[src/rtl/ps2_pkg.sv]
// ps2_pkg -- shared definitions for the PS/2 host-side blocks (transmit
// path here, keyboard receive path elsewhere).
//   ps2_state_t        : host transmit FSM state encoding
//   DEF_*_CYCLES       : default timing constants for a 100 MHz system clock
//   odd_parity()       : PS/2 frame parity bit for a data byte
package ps2_pkg;

   // PS/2 clock held low before request-to-send (100 us at 100 MHz).
   localparam int DEF_INHIBIT_CYCLES = 10000;
   // Data held low together with clock before the clock is released.
   localparam int DEF_RTS_CYCLES     = 20;
   // Frame abort limit counted from clock release (20 ms at 100 MHz).
   localparam int DEF_TIMEOUT_CYCLES = 2000000;

   typedef enum logic [2:0] {
      ST_IDLE      = 3'd0,
      ST_INHIBIT   = 3'd1,
      ST_RTS       = 3'd2,
      ST_SEND      = 3'd3,
      ST_ACK       = 3'd4,
      ST_WAIT_IDLE = 3'd5
   } ps2_state_t;

   // PS/2 uses odd parity: the parity bit makes the total count of ones odd.
   function automatic logic odd_parity(input logic [7:0] d);
      return ~^d;
   endfunction

endpackage

[src/rtl/ps2_host_tx_if.sv]
// ps2_host_tx_if -- command byte handshake between a requester and the
// PS/2 host transmitter.
//   tx_valid : request to send tx_data
//   tx_data  : command byte (e.g. 0xED set-LEDs, 0xF4 enable)
//   tx_ready : transmitter idle and able to accept a byte
//   tx_done  : one-cycle pulse, frame acknowledged and bus idle again
//   tx_err   : one-cycle pulse, missing ack or frame timeout
//
// Handshake: a byte is taken on a rising clk edge where tx_valid and
// tx_ready are both 1. tx_valid while tx_ready is 0 is dropped, not queued,
// and tx_data is free to change once the byte has been taken. Every taken
// byte ends in exactly one tx_done or tx_err pulse (unless reset intervenes).
interface ps2_host_tx_if;

   logic       tx_valid;
   logic [7:0] tx_data;
   logic       tx_ready;
   logic       tx_done;
   logic       tx_err;

   modport master (
      output tx_valid,
      output tx_data,
      input  tx_ready,
      input  tx_done,
      input  tx_err
   );

   modport slave (
      input  tx_valid,
      input  tx_data,
      output tx_ready,
      output tx_done,
      output tx_err
   );

endinterface

[src/rtl/ps2_sync.sv]
// ps2_sync -- brings the asynchronous PS/2 clock and data pad levels into
// the system clock domain and flags device clock falling edges.
//   clk        : system clock
//   rst        : asynchronous active-low reset (flops go to the idle-high level)
//   ps2_clk_i  : PS2_CLK pad level
//   ps2_data_i : PS2_DATA pad level
//   clk_s      : synchronized PS/2 clock
//   data_s     : synchronized PS/2 data
//   clk_fall   : one-cycle pulse, synchronized clock went 1 -> 0
module ps2_sync (
   input  logic clk,
   input  logic rst,
   input  logic ps2_clk_i,
   input  logic ps2_data_i,
   output logic clk_s,
   output logic data_s,
   output logic clk_fall
);

   logic [1:0] clk_ff;
   logic [1:0] data_ff;
   logic       clk_prev;

   // Idle PS/2 lines are pulled high, so reset to 1 to avoid a false edge.
   always_ff @(posedge clk or negedge rst) begin
      if (!rst) begin
         clk_ff   <= 2'b11;
         data_ff  <= 2'b11;
         clk_prev <= 1'b1;
      end else begin
         clk_ff   <= {clk_ff[0], ps2_clk_i};
         data_ff  <= {data_ff[0], ps2_data_i};
         clk_prev <= clk_ff[1];
      end
   end

   assign clk_s    = clk_ff[1];
   assign data_s   = data_ff[1];
   assign clk_fall = clk_prev & ~clk_ff[1];

endmodule

[src/rtl/ps2_host_tx.sv]
// ps2_host_tx -- PS/2 host-to-device transmitter (sends one command byte).
//   clk         : system clock, single domain
//   rst         : asynchronous active-low reset
//   tx          : command handshake (slave side of ps2_host_tx_if)
//   ps2_clk_i   : PS2_CLK pad level (asynchronous)
//   ps2_data_i  : PS2_DATA pad level (asynchronous)
//   ps2_clk_oe  : 1 = pull PS2_CLK low, 0 = release (open drain)
//   ps2_data_oe : 1 = pull PS2_DATA low, 0 = release (open drain)
//   fsm_state   : current transmit FSM state, for observation
//
// Sequence: hold clock low (inhibit), pull data low as the start bit
// (request-to-send), release clock, then present one bit per device falling
// edge (8 data bits LSB first, odd parity, stop), then read the device ack.
module ps2_host_tx
   import ps2_pkg::*;
#(
   parameter int INHIBIT_CYCLES = DEF_INHIBIT_CYCLES,
   parameter int RTS_CYCLES     = DEF_RTS_CYCLES,
   parameter int TIMEOUT_CYCLES = DEF_TIMEOUT_CYCLES
) (
   input  logic                clk,
   input  logic                rst,
   ps2_host_tx_if.slave        tx,
   input  logic                ps2_clk_i,
   input  logic                ps2_data_i,
   output logic                ps2_clk_oe,
   output logic                ps2_data_oe,
   output ps2_state_t          fsm_state
);

   // One cycle counter serves inhibit, RTS and the frame timeout, so size it
   // for the largest of the three limits.
   localparam int CNT_MAX = (TIMEOUT_CYCLES > INHIBIT_CYCLES) ?
                            ((TIMEOUT_CYCLES > RTS_CYCLES) ? TIMEOUT_CYCLES : RTS_CYCLES) :
                            ((INHIBIT_CYCLES > RTS_CYCLES) ? INHIBIT_CYCLES : RTS_CYCLES);
   localparam int CNT_W   = $clog2(CNT_MAX + 1);

   localparam logic [CNT_W-1:0] INH_LAST = CNT_W'(INHIBIT_CYCLES - 1);
   localparam logic [CNT_W-1:0] RTS_LAST = CNT_W'(RTS_CYCLES - 1);
   localparam logic [CNT_W-1:0] TMO_LAST = CNT_W'(TIMEOUT_CYCLES - 1);
   localparam logic [CNT_W-1:0] CNT_ONE  = CNT_W'(1);

   ps2_state_t       state_q, state_n;
   logic [CNT_W-1:0] cyc_q, cyc_n;
   logic [3:0]       bit_q, bit_n;
   logic [7:0]       byte_q, byte_n;
   logic             parity_q, parity_n;
   logic             data_oe_q, data_oe_n;
   logic             done_q, done_n;
   logic             err_q, err_n;

   logic             clk_s;
   logic             data_s;
   logic             clk_fall;
   logic             in_frame;

   ps2_sync u_sync (
      .clk        (clk),
      .rst        (rst),
      .ps2_clk_i  (ps2_clk_i),
      .ps2_data_i (ps2_data_i),
      .clk_s      (clk_s),
      .data_s     (data_s),
      .clk_fall   (clk_fall)
   );

   always_ff @(posedge clk or negedge rst) begin
      if (!rst) begin
         state_q   <= ST_IDLE;
         cyc_q     <= '0;
         bit_q     <= '0;
         byte_q    <= '0;
         parity_q  <= 1'b0;
         data_oe_q <= 1'b0;
         done_q    <= 1'b0;
         err_q     <= 1'b0;
      end else begin
         state_q   <= state_n;
         cyc_q     <= cyc_n;
         bit_q     <= bit_n;
         byte_q    <= byte_n;
         parity_q  <= parity_n;
         data_oe_q <= data_oe_n;
         done_q    <= done_n;
         err_q     <= err_n;
      end
   end

   // Once the clock is released, the device owns the timing; the timeout
   // guards everything from release until the bus goes idle again.
   assign in_frame = (state_q == ST_SEND) || (state_q == ST_ACK) ||
                     (state_q == ST_WAIT_IDLE);

   always_comb begin
      state_n   = state_q;
      cyc_n     = cyc_q;
      bit_n     = bit_q;
      byte_n    = byte_q;
      parity_n  = parity_q;
      data_oe_n = data_oe_q;
      done_n    = 1'b0;
      err_n     = 1'b0;

      case (state_q)
         ST_IDLE: begin
            data_oe_n = 1'b0;
            if (tx.tx_valid) begin
               byte_n   = tx.tx_data;
               parity_n = odd_parity(tx.tx_data);
               cyc_n    = '0;
               state_n  = ST_INHIBIT;
            end
         end

         ST_INHIBIT: begin
            if (cyc_q == INH_LAST) begin
               cyc_n     = '0;
               data_oe_n = 1'b1;          // start bit
               state_n   = ST_RTS;
            end else begin
               cyc_n = cyc_q + CNT_ONE;
            end
         end

         ST_RTS: begin
            if (cyc_q == RTS_LAST) begin
               cyc_n   = '0;              // timeout counts from clock release
               bit_n   = '0;
               state_n = ST_SEND;
            end else begin
               cyc_n = cyc_q + CNT_ONE;
            end
         end

         ST_SEND: begin
            cyc_n = cyc_q + CNT_ONE;
            // Change data on the device falling edge; the device samples on
            // the following rising edge.
            if (clk_fall) begin
               if (bit_q < 4'd8) begin
                  data_oe_n = ~byte_q[bit_q[2:0]];
               end else if (bit_q == 4'd8) begin
                  data_oe_n = ~parity_q;
               end else begin
                  data_oe_n = 1'b0;       // stop bit: release data
                  state_n   = ST_ACK;
               end
               bit_n = bit_q + 4'd1;
            end
         end

         ST_ACK: begin
            cyc_n = cyc_q + CNT_ONE;
            if (clk_fall) begin
               if (!data_s) begin
                  state_n = ST_WAIT_IDLE;
               end else begin
                  err_n   = 1'b1;
                  state_n = ST_IDLE;
               end
            end
         end

         ST_WAIT_IDLE: begin
            cyc_n = cyc_q + CNT_ONE;
            if (clk_s && data_s) begin
               done_n  = 1'b1;
               state_n = ST_IDLE;
            end
         end

         default: begin
            data_oe_n = 1'b0;
            state_n   = ST_IDLE;
         end
      endcase

      // Timeout overrides whatever the frame states decided this cycle.
      if (in_frame && (cyc_q == TMO_LAST)) begin
         state_n   = ST_IDLE;
         data_oe_n = 1'b0;
         done_n    = 1'b0;
         err_n     = 1'b1;
         cyc_n     = '0;
      end
   end

   assign ps2_clk_oe  = (state_q == ST_INHIBIT) || (state_q == ST_RTS);
   assign ps2_data_oe = data_oe_q;
   assign tx.tx_ready = (state_q == ST_IDLE);
   assign tx.tx_done  = done_q;
   assign tx.tx_err   = err_q;
   assign fsm_state   = state_q;

endmodule

[src/flat_wrapper.sv]
// flat-port wrapper written by rule: the top's interface ports become plain ports
module ps2_host_tx_flat import ps2_pkg::*;
#(
   parameter int INHIBIT_CYCLES = DEF_INHIBIT_CYCLES,
   parameter int RTS_CYCLES     = DEF_RTS_CYCLES,
   parameter int TIMEOUT_CYCLES = DEF_TIMEOUT_CYCLES
)
  (clk, rst, ps2_clk_i, ps2_data_i, ps2_clk_oe, ps2_data_oe, fsm_state, tx_tx_valid, tx_tx_data, tx_tx_ready, tx_tx_done, tx_tx_err);
  ps2_host_tx_if tx_i ();
  input  logic clk;
  input  logic rst;
  input  logic ps2_clk_i;
  input  logic ps2_data_i;
  output logic ps2_clk_oe;
  output logic ps2_data_oe;
  output ps2_state_t fsm_state;
  input wire logic [$bits(tx_i.tx_valid)-1:0] tx_tx_valid;
  input wire logic [$bits(tx_i.tx_data)-1:0] tx_tx_data;
  output wire logic [$bits(tx_i.tx_ready)-1:0] tx_tx_ready;
  output wire logic [$bits(tx_i.tx_done)-1:0] tx_tx_done;
  output wire logic [$bits(tx_i.tx_err)-1:0] tx_tx_err;
  assign tx_i.tx_valid = tx_tx_valid;
  assign tx_i.tx_data = tx_tx_data;
  assign tx_tx_ready = tx_i.tx_ready;
  assign tx_tx_done = tx_i.tx_done;
  assign tx_tx_err = tx_i.tx_err;
  ps2_host_tx #(.INHIBIT_CYCLES(INHIBIT_CYCLES), .RTS_CYCLES(RTS_CYCLES), .TIMEOUT_CYCLES(TIMEOUT_CYCLES)) u_core (.clk(clk), .rst(rst), .tx(tx_i), .ps2_clk_i(ps2_clk_i), .ps2_data_i(ps2_data_i), .ps2_clk_oe(ps2_clk_oe), .ps2_data_oe(ps2_data_oe), .fsm_state(fsm_state));
endmodule
[config.mk]
export PLATFORM = sky130hd
export DESIGN_NAME = ps2_host_tx_flat
export DESIGN_NICKNAME = d
export VERILOG_FILES = /design/src/rtl/ps2_pkg.sv /design/src/rtl/ps2_host_tx_if.sv /design/src/rtl/ps2_sync.sv /design/src/rtl/ps2_host_tx.sv /design/src/flat_wrapper.sv
export SDC_FILE = /design/constraint.sdc
export NUM_CORES = 1
export LEC_CHECK = 0
export BUFFER_PORTS_ARGS = -buffer_cell sky130_fd_sc_hd__buf_2
export CORE_MARGIN = 1
export CORE_UTILIZATION = 29
export CTS_BUF_LIST = sky130_fd_sc_hd__clkbuf_16
export DETAILED_ROUTE_END_ITERATION = 12
export GPL_TIMING_DRIVEN = 0
export SLEW_MARGIN = 20
export SYNTH_ARGS = -nofsm -noshare
export SYNTH_HDL_FRONTEND = slang
export SYNTH_SLANG_ARGS = --single-unit
[constraint.sdc]
create_clock -name clk -period 2.62 [get_ports clk]
set_clock_uncertainty 0.1 [all_clocks]
set_input_delay 0.786 -clock clk [delete_from_list [all_inputs] [get_ports clk]]
set_output_delay 0.786 -clock clk [all_outputs]
set_load 0.05 [all_outputs]
# --- Word-level counts from Yosys, hierarchy flattened ---
# Index checks and enable logic that the tools add are counted.
word_totals:
  reg_bits: 45
  inputBits: 13
  word_cells: 89
op_classes:
  add_sub_neg: 2
  order_cmp: 2
  eq_ne: 20
  mux: 34
  n_bitwise: 4
  reduce_logical: 16
op_table:
  columns: ["operator", "n"]
  rows:
  - ["$mux 21", 4]
  - ["$pmux 21 s4", 1]
  - ["$mux 3", 10]
  - ["$add 21x1->21 const B", 1]
  - ["$eq 21x14->1 const B", 1]
  - ["$eq 21x21->1 const B", 1]
  - ["$eq 21x5->1 const B", 1]
  - ["$pmux 3 s6", 1]
  - ["$mux 1", 13]
  - ["$ne 3x2->1 const B", 3]
  - ["$ne 3x3->1 const B", 3]
  - ["$mux 4", 2]
  - ["$pmux 4 s2", 1]
  - ["$reduce_and 8->1", 1]
  - ["$reduce_xnor 8->1", 1]
  - ["$eq 3x2->1 const B", 2]
  - ["$eq 3x3->1 const B", 2]
  - ["$ne 2x1->1 const B", 3]
  - ["$ne 3x1->1 const B", 2]
  - ["$reduce_and 3->1", 2]
  - ["$reduce_or 3->1", 2]
  - ["$reduce_bool 5->1", 1]
  - ["$add 4x1->4 const B", 1]
  - ["$eq 4x4->1 const B", 1]
  - ["other kinds (12)", 18]

# --- Logic depth before layout (Yosys ltp) ---
# Gate-level depths: netlist (run 1).
logic_depth:
  ltp_word: 7
  mapped_depth: 8

# --- By module ---
# From an unflattened synthesis (run 1), not the netlist that was laid out.
unflattened:
  hier_cells: 270
  hier_area_um2: 2652.5
modules_own_cells:
  columns: ["module", "n_inst", "cells_per_inst", "area_each_um2"]
  rows:
  - ["ps2_host_tx", 1, 264, 2507.4]
  - ["ps2_sync", 1, 6, 145.1]

# --- Worst setup path after synthesis (run 1) ---
# Ideal clock, no wire load.
synth_timing:
  path_kind: "reg-to-reg"
  from: "register u_core.state_q[1] (netlist: u_core.fsm_state[1])"
  to: "register u_core.byte_q[0]"
  t_arrival_ns: 2.933
  t_required_ns: 2.395
  setup_slack_ns: -0.538
  stages_incl_launch_ff: 6
  synth_period_minus_slack_ns: 3.158
  path_cell_list: "dfrtp_1 -> clkbuf_1 -> nor3_1 -> and2_1 -> clkbuf_1 -> mux2_2"
synth_between:
  elab_chain_len: 2
synth_rtl:
  columns: ["element", "line", "text"]
  rows:
  - ["from (decl)", "ps2_host_tx.sv:43", "ps2_state_t state_q, state_n;"]
  - ["from (signal assigned)", "ps2_host_tx.sv:78", "state_q <= state_n;"]
  - ["$logic_not 3->1", null, null]
  - ["net tx_tx_ready", "flat_wrapper.sv:19", "output wire logic [$bits(tx_i.tx_ready)-1:0] tx_tx_ready;"]
  - ["$reduce_and 2->1 (no source line)", null, null]
  - ["to (signal assigned)", "ps2_host_tx.sv:81", "byte_q <= byte_n;"]
  - ["to (decl)", "ps2_host_tx.sv:46", "logic [7:0] byte_q, byte_n;"]
# The timed path passes the listed nets, and every way through them passes these cells.
# A chain may end at the register's enable or synchronous reset.

# --- Worst setup path in the final report (run 1) ---
layout_timing:
  from: "register u_core.state_q[0] (netlist: u_core.fsm_state[0])"
  to: "output ps2_clk_oe"
layout_between:
  elab_chain_len: 2
  elab_cells_between_ends: 3
  cone_classes: "eq/ne: 2; reduce/logical: 1"
layout_rtl:
  columns: ["element", "line", "text"]
  rows:
  - ["$eq 3x1->1 / $eq 3x2->1 (equally long branches)", "ps2_host_tx.sv:188", "assign ps2_clk_oe = (state_q == ST_INHIBIT) || (state_q == ST_RTS);"]
  - ["$logic_or 1x1->1 *", "ps2_host_tx.sv:188", null]
  - ["to (decl)", "flat_wrapper.sv:14", "output logic ps2_clk_oe;"]
# Every way passes the cells marked *; elsewhere a longest branch is shown, timed or not.

==> results of run 1 <==
[critical path, cell delays in order (launching register included)]
cell and delay (ns):
sky130_fd_sc_hd__dfrtp_1 0.52, sky130_fd_sc_hd__clkbuf_2 0.31, sky130_fd_sc_hd__xnor2_1 0.11, sky130_fd_sc_hd__nor2_2 0.11, sky130_fd_sc_hd__buf_2 0.28
[layer usage]
layer / vias up / track usage (%) / share of wire (%)
met5: - / 0 / 0
met4: 0 / 4.924 / 1.5
met3: 5 / 2.657 / 2.8
met2: 32 / 20.50 / 46
met1: 948 / 17.89 / 50
li1: 952 / - / -
[through the flow]
step	hold slack, ns	instance area [sq um]
2_1_floorplan	0.2452	2512
3_3_place_gp	0.2494	2744
3_5_place_dp	0.2509	2744
4_1_cts	0.2599	2884
5_1_grt	0.2643	2923
6_report	0.2571	2923
[power by group]
part           total (mW)  internal [mW]  switching, mW
Sequential           1.09          0.879          0.214
Combinational        1.54          0.620          0.920
Clock               0.590          0.345          0.245
[timing repair]
action                                  in CTS  in global routing
endpoints found under the setup margin       1                 19
resized for setup                            2                  7
pin swaps                                    0                  0
[registers in the layout (all words and copies together), names as in the netlist]
name	count
u_core.parity_q	1
u_core.u_sync.clk_prev	1
u_core.bit_q	4
u_core.fsm_state	3
u_core.cyc_q	21
u_core.ps2_data_oe	1
u_core.u_sync.clk_ff	2
u_core.tx.tx_done	1
u_core.byte_q	8
u_core.u_sync.data_ff	2
u_core.tx.tx_err	1
[cell families (layout without fill, tap and decap cells)]
| logic type | Yosys count | count (layout) | share of synthesized area [%] |
|---|---|---|---|
| mux | 14 | 14 | 7.361 |
| buf+inv | 10 | 38 | 1.853 |
| flops | 45 | 45 | 45.32 |
| fa+ha+maj | 2 | 2 | 1.001 |
| simple gates | 102 | 102 | 23.64 |
| xor+xnor | 16 | 16 | 5.609 |
| compound gates | 52 | 52 | 15.22 |
[layout make-up]
class | instances | area, sq um
inverter | 3 | 11.26
clock inverter | 3 | 12.51
clock buffer | 5 | 125.1
tap | 105 | 131.4
fill | 835 | 5335
sequential | 45 | 1132
buffer | 7 | 37.54
timing repair buffer | 20 | 102.6
multi-input combinational | 186 | 1370
[layout by cell type (no fill, tap or decap), types with 8 or more instances in the layout]
cell                      instances
sky130_fd_sc_hd__dfrtp_1         40
sky130_fd_sc_hd__nor2_1          20
sky130_fd_sc_hd__buf_2           20
sky130_fd_sc_hd__nand2_1         18
sky130_fd_sc_hd__o21ai_0         10
sky130_fd_sc_hd__a21oi_1         10
sky130_fd_sc_hd__mux2_2          10
sky130_fd_sc_hd__nand3_1          9
sky130_fd_sc_hd__xnor2_1          8
sky130_fd_sc_hd__xor2_1           8
[Yosys cell counts, types with 2 or more instances]
cell type and number:
sky130_fd_sc_hd__ha_1 2, sky130_fd_sc_hd__dfrtp_1 40, sky130_fd_sc_hd__nor4_1 5, sky130_fd_sc_hd__mux2_2 10, sky130_fd_sc_hd__o31ai_2 2, sky130_fd_sc_hd__and3_1 5, sky130_fd_sc_hd__o31a_1 2, sky130_fd_sc_hd__and4b_1 2
sky130_fd_sc_hd__o21ai_0 10, sky130_fd_sc_hd__or3_1 4, sky130_fd_sc_hd__nor3_1 6, sky130_fd_sc_hd__inv_1 3, sky130_fd_sc_hd__mux4_2 2, sky130_fd_sc_hd__a22o_1 6, sky130_fd_sc_hd__xnor2_1 8, sky130_fd_sc_hd__a31oi_1 6
sky130_fd_sc_hd__nor3_2 2, sky130_fd_sc_hd__xor2_1 8, sky130_fd_sc_hd__and2_1 2, sky130_fd_sc_hd__nand3_1 9, sky130_fd_sc_hd__nand2_1 18, sky130_fd_sc_hd__nand4_1 6, sky130_fd_sc_hd__clkbuf_1 5, sky130_fd_sc_hd__nor2b_1 3
sky130_fd_sc_hd__dfstp_2 5, sky130_fd_sc_hd__nand2b_1 4, sky130_fd_sc_hd__o31ai_1 2, sky130_fd_sc_hd__nor4b_1 2, sky130_fd_sc_hd__nor2_1 22, sky130_fd_sc_hd__a21oi_1 10, sky130_fd_sc_hd__a21o_1 4
[worst max-delay path by stage]
| stage | endpoint |
|---|---|
| after floorplan | ps2_clk_oe |
| after detailed placement | u_core.cyc_q[19] |
| final | ps2_clk_oe |
| after global placement | u_core.cyc_q[19] |
| after CTS | u_core.cyc_q[15] |
| after global routing | u_core.fsm_state[1] |
==> impl_metrics.json, run 1 <==
{
  "timing.setup.tns_ns": 0,
  "htree_num_levels": 2,
  "synth_cell_types": 57,
  "reg2reg_depth": 6,
  "critical_path.reg2reg.startpoint": "u_core.cyc_q[0]",
  "ys_ff_latch": 45,
  "final_layout_size_suffix_gt1_share_pct": 25.28,
  "postCtsSetupBuffers": 0,
  "power.ir.vdd_worst_uv": 343.6,
  "worst_r2r_endpoint": "u_core.fsm_state[1]",
  "synth_top_flop_cell": "sky130_fd_sc_hd__dfrtp_1",
  "drv_slew": 0,
  "antenna_cells": 0,
  "layout-area-overhead-vs-synth_pct": 16.98,
  "hold_start": "u_core.u_sync.clk_ff[0]",
  "overflow": 0,
  "fin_crit_sh_pct": 95.06,
  "dr_total_vias": 1937,
  "design.die.area_sq_um": 8991,
  "routabilityCongestion": 0.7825,
  "min_period_ns": 2.491,
  "placement.io_buffers": 20,
  "total_power_mw": 3.223,
  "path_class": "reg2out",
  "finalNonFillerCells": 374,
  "net_count_after_synthesis": 256,
  "drt_wl_total_microns": 5210,
  "setup_viol_count_final": 0,
  "cts.reportedPaths.clkPinSlew_ns": 0.06,
  "top_level_ports": 21,
  "dr.first_iter.drc_count": 93,
  "timing.fmax_mhz": 401.5,
  "dr.pass1.iters": 4,
  "cp-end-kind": "output port",
  "cts_buffer_depth": 2,
  "critical_path_peak_fanout": 10,
  "cellLeakagePower_nw": 1.234,
  "required_ns": 1.73,
  "dp_worst_setup_slack_ns": -0.1920,
  "clock-sinks": 45,
  "avgRoutedWirePerCell_microns": 13.93,
  "worst-slew-pin-transition_ns": 0.7644,
  "hold_path_depth": 0,
  "floorplan.initialDensity_pct": 30.26,
  "cts_tree": "built",
  "final_nets": 283,
  "synth_top_cell_area_share_pct": 40.06,
  "detail_route.drc_violations": 0,
  "route.detailed.vias_per_inst": 5.179,
  "floorplan.core_area_sq_um": 8258,
  "ctsHoldBuffers": 0,
  "worstSkewPairLatency_ns": 0.28,
  "placed_cells_incl_taps": 366,
  "report.final.hold_viol_count": 0,
  "die_w_microns": 94.82,
  "synth_edf_count": 0,
  "yosysTopAreaCell": "sky130_fd_sc_hd__dfrtp_1",
  "synth_area_sq_um": 2499,
  "worstSetupStartpoint": "u_core.fsm_state[0]",
  "startpoint_type": "flop",
  "initial_antenna_violation_count": 0,
  "power.density_nw_per_um2": 1103,
  "grt_setup_unrepaired": "false",
  "worst_slack_setup_final_ns": 0.1295,
  "antenna_violating_nets_remaining": 0,
  "die_h_microns": 94.82,
  "synth_top_cells_by_area": "sky130_fd_sc_hd__dfrtp_1, sky130_fd_sc_hd__dfstp_2, sky130_fd_sc_hd__mux2_2",
  "setup.reg_to_reg.worst_slack_ns": 0.14,
  "whs_endpoint": "u_core.u_sync.clk_ff[1]",
  "max_cap_viol": 0,
  "critical_path_arrival_ns": 1.60,
  "num_rows": 33,
  "detailedPlacementHpwl_microns": 3670,
  "syn_area_per_cell_sq_um": 10.37,
  "synthArstFlopShare_pct": 100.0,
  "run_status": "complete, no violations",
  "relSlewSlack_pct": 49.04,
  "post_synth_inst_count": 241,
  "synth_seq_area_share_pct": 45.32,
  "tritoncts.num_buffers": 5,
  "grt_start_max_net_pins": 46,
  "root_driver": "sky130_fd_sc_hd__clkbuf_16",
  "timing.hold.worst.class": "reg2reg",
  "final_core_util_pct": 35.39,
  "number_of_global_route_vias_before_repair": 1884,
  "yosys_warnings": 0,
  "gr-usage-all-layers_pct": 13.15,
  "wire_length_of_the_first_global_routing_pass_microns": 9232
}
(Power assumes the default switching activity.)
==> run 2, diff against run 1 <==
Settings changed: CORE_MARGIN 1 to 5.
==> run 2 against run 1 <==
Effect of this change:
- worst hold slack improved by 0.0011 ns
- sequential share of layout area increased by 0.20 points
- critical endpoint unchanged
- clock power about the same
- first-iteration DRC count increased by 25%
- count of clock-buffer cells in the layout unchanged
- register-to-register slack improved by 0.02 ns
- critical path depth unchanged
- design area decreased by 0.51%
- non-clock buffer count unchanged
==> impl_metrics.json, run 2 (synthesis gave the netlist of run 1 again) <==
{
  "antenna_cells": 0,
  "grt_start_max_net_pins": 46,
  "placed_cells_incl_taps": 366,
  "finalInstanceArea_sq_um": 2908,
  "detail_route.drc_violations": 0,
  "postCtsSetupBuffers": 0,
  "clock-sinks": 45,
  "finalNonFillerCells": 374,
  "fin_crit_sh_pct": 94.62,
  "overflow": 0,
  "timing.hold.worst.class": "reg2reg",
  "dr_total_vias": 1968,
  "combinationalPowerShare_pct": 47.1,
  "final_nets": 283,
  "startpoint_type": "flop",
  "cp-end-kind": "output port",
  "clock_power_share_pct": 18.5,
  "design.die.area_sq_um": 10570,
  "layout.cells.most_common_list": "sky130_fd_sc_hd__dfrtp_1, sky130_fd_sc_hd__nor2_1, sky130_fd_sc_hd__buf_2",
  "floorplan.initialDensity_pct": 30.11,
  "power.ir.vdd_worst_uv": 292.1,
  "die_h_microns": 102.8,
  "worst-slew-pin-transition_ns": 0.7683,
  "cellLeakagePower_nw": 1.245,
  "top_register": "u_core.cyc_q",
  "timing.fmax_mhz": 403.4,
  "placement.io_buffers": 20,
  "mostFrequentLayoutCell": "sky130_fd_sc_hd__dfrtp_1",
  "worstSkewPairLatency_ns": 0.28,
  "power.density_nw_per_um2": 1096,
  "cts_tree": "built",
  "layout_fillers": 846,
  "tritoncts.num_buffers": 5,
  "cts_buffer_depth": 2,
  "drt_wl_total_microns": 5270,
  "cts.reportedPaths.clkPinSlew_ns": 0.06,
  "wire_length_of_the_first_global_routing_pass_microns": 8949,
  "grt_setup_unrepaired": "false",
  "critical_path.reg2reg.startpoint": "u_core.cyc_q[0]",
  "total_switching_power_mw": 1.368,
  "htree_num_levels": 2,
  "avgRoutedWirePerCell_microns": 14.09,
  "initial_antenna_violation_count": 0,
  "largestRegisters": "u_core.cyc_q: 21 flops, u_core.byte_q: 8 flops, u_core.bit_q: 4 flops",
  "max_cap_viol": 0,
  "seq_power_share_pct": 34.3,
  "drv_slew": 0,
  "final_layout_size_suffix_gt1_share_pct": 25.28,
  "number_of_global_route_vias_before_repair": 1875,
  "worstSetupStartpoint": "u_core.fsm_state[0]",
  "required_ns": 1.73,
  "gr-usage-all-layers_pct": 10.59,
  "dr.pass1.iters": 4,
  "top_level_ports": 21,
  "critical_path_arrival_ns": 1.59,
  "root_driver": "sky130_fd_sc_hd__clkbuf_16",
  "path_class": "reg2out",
  "detailed_place.area_sq_um": 2744,
  "min_period_ns": 2.479,
  "report.final.hold_viol_count": 0,
  "num_rows": 33,
  "relSlewSlack_pct": 48.78,
  "final_core_util_pct": 35.04,
  "routabilityCongestion": 0.7764,
  "floorplan.core_area_sq_um": 8299,
  "die_w_microns": 102.8,
  "ctsHoldBuffers": 0,
  "timing.setup.tns_ns": 0,
  "run_status": "complete, no violations",
  "dr.first_iter.drc_count": 116,
  "critical_path_peak_fanout": 10,
  "largest_reg_flops": 21,
  "route.detailed.vias_per_inst": 5.262,
  "detailedPlacementHpwl_microns": 3723,
  "antenna_violating_nets_remaining": 0,
  "post_cts_resize_count": 2,
  "power.share.switching_pct": 42.92,
  "dp_worst_setup_slack_ns": -0.1583,
  "internal-power_mw": 1.819,
  "layout-area-overhead-vs-synth_pct": 16.37,
  "worst_slack_setup_final_ns": 0.1410,
  "hold_start": "u_core.u_sync.clk_ff[0]",
  "setup_viol_count_final": 0
}
-- run 2: routing by layer --
layer / wire [microns] / GRT usage [%] / vias up
met5: 0 / 0 / -
met4: 87 / 3.884 / 0
met3: 241 / 2.097 / 5
met2: 2412 / 16.58 / 37
met1: 2529 / 14.53 / 976
li1: - / - / 950
-- run 2: layout make-up --
cell class	instances	area, sq um	share of cell area (%)
flip-flops and latches	45	1132	38.94
plain buffers	7	37.54	1.291
multi-input cells	186	1354	46.56
well taps	105	131.4	4.518
repair buffers	20	102.6	3.528
clock inverters	3	13.76	0.4733
inverters	3	11.26	0.3873
clock buffers	5	125.1	4.303
-- run 2: power by group through the flow --
stage               Sequential, mW  Combinational, mW  Clock [mW]
floorplan                     1.14               1.09           0
global placement              1.09               1.46           0
detailed placement            1.10               1.49           0
CTS                           1.09               1.50       0.612
global route                  1.12               1.66       0.639
finish                        1.09               1.50       0.591
-- run 2: worst paths after layout --
| kind | cells after the start | to | slack, ns |
|---|---|---|---|
| min in group asynchronous | 1 | u_core.parity_q | 0.42 |
| worst max-delay path | 4 | ps2_clk_oe | 0.14 |
| worst min register to register | 0 | u_core.u_sync.clk_ff[1] | 0.26 |
| worst max register to register | 6 | u_core.fsm_state[1] | 0.16 |
| worst min-delay path | 0 | u_core.u_sync.clk_ff[1] | 0.26 |
| max in group asynchronous | 1 | u_core.fsm_state[1] | 1.62 |
-- run 2: per-stage QoR --
step                      power (mW)  hold slack [ns]
final                          3.187           0.2583
after global routing           3.411           0.2628
after CTS                      3.194           0.2617
after detailed placement       2.585           0.2530
after global placement         2.552           0.2482
after floorplan                2.223           0.2452
-- run 2: critical path, stage by stage (launching register included) --
cell,delay [ns]
sky130_fd_sc_hd__dfrtp_1,0.51
sky130_fd_sc_hd__clkbuf_2,0.31
sky130_fd_sc_hd__xnor2_1,0.11
sky130_fd_sc_hd__nor2_2,0.11
sky130_fd_sc_hd__buf_2,0.28
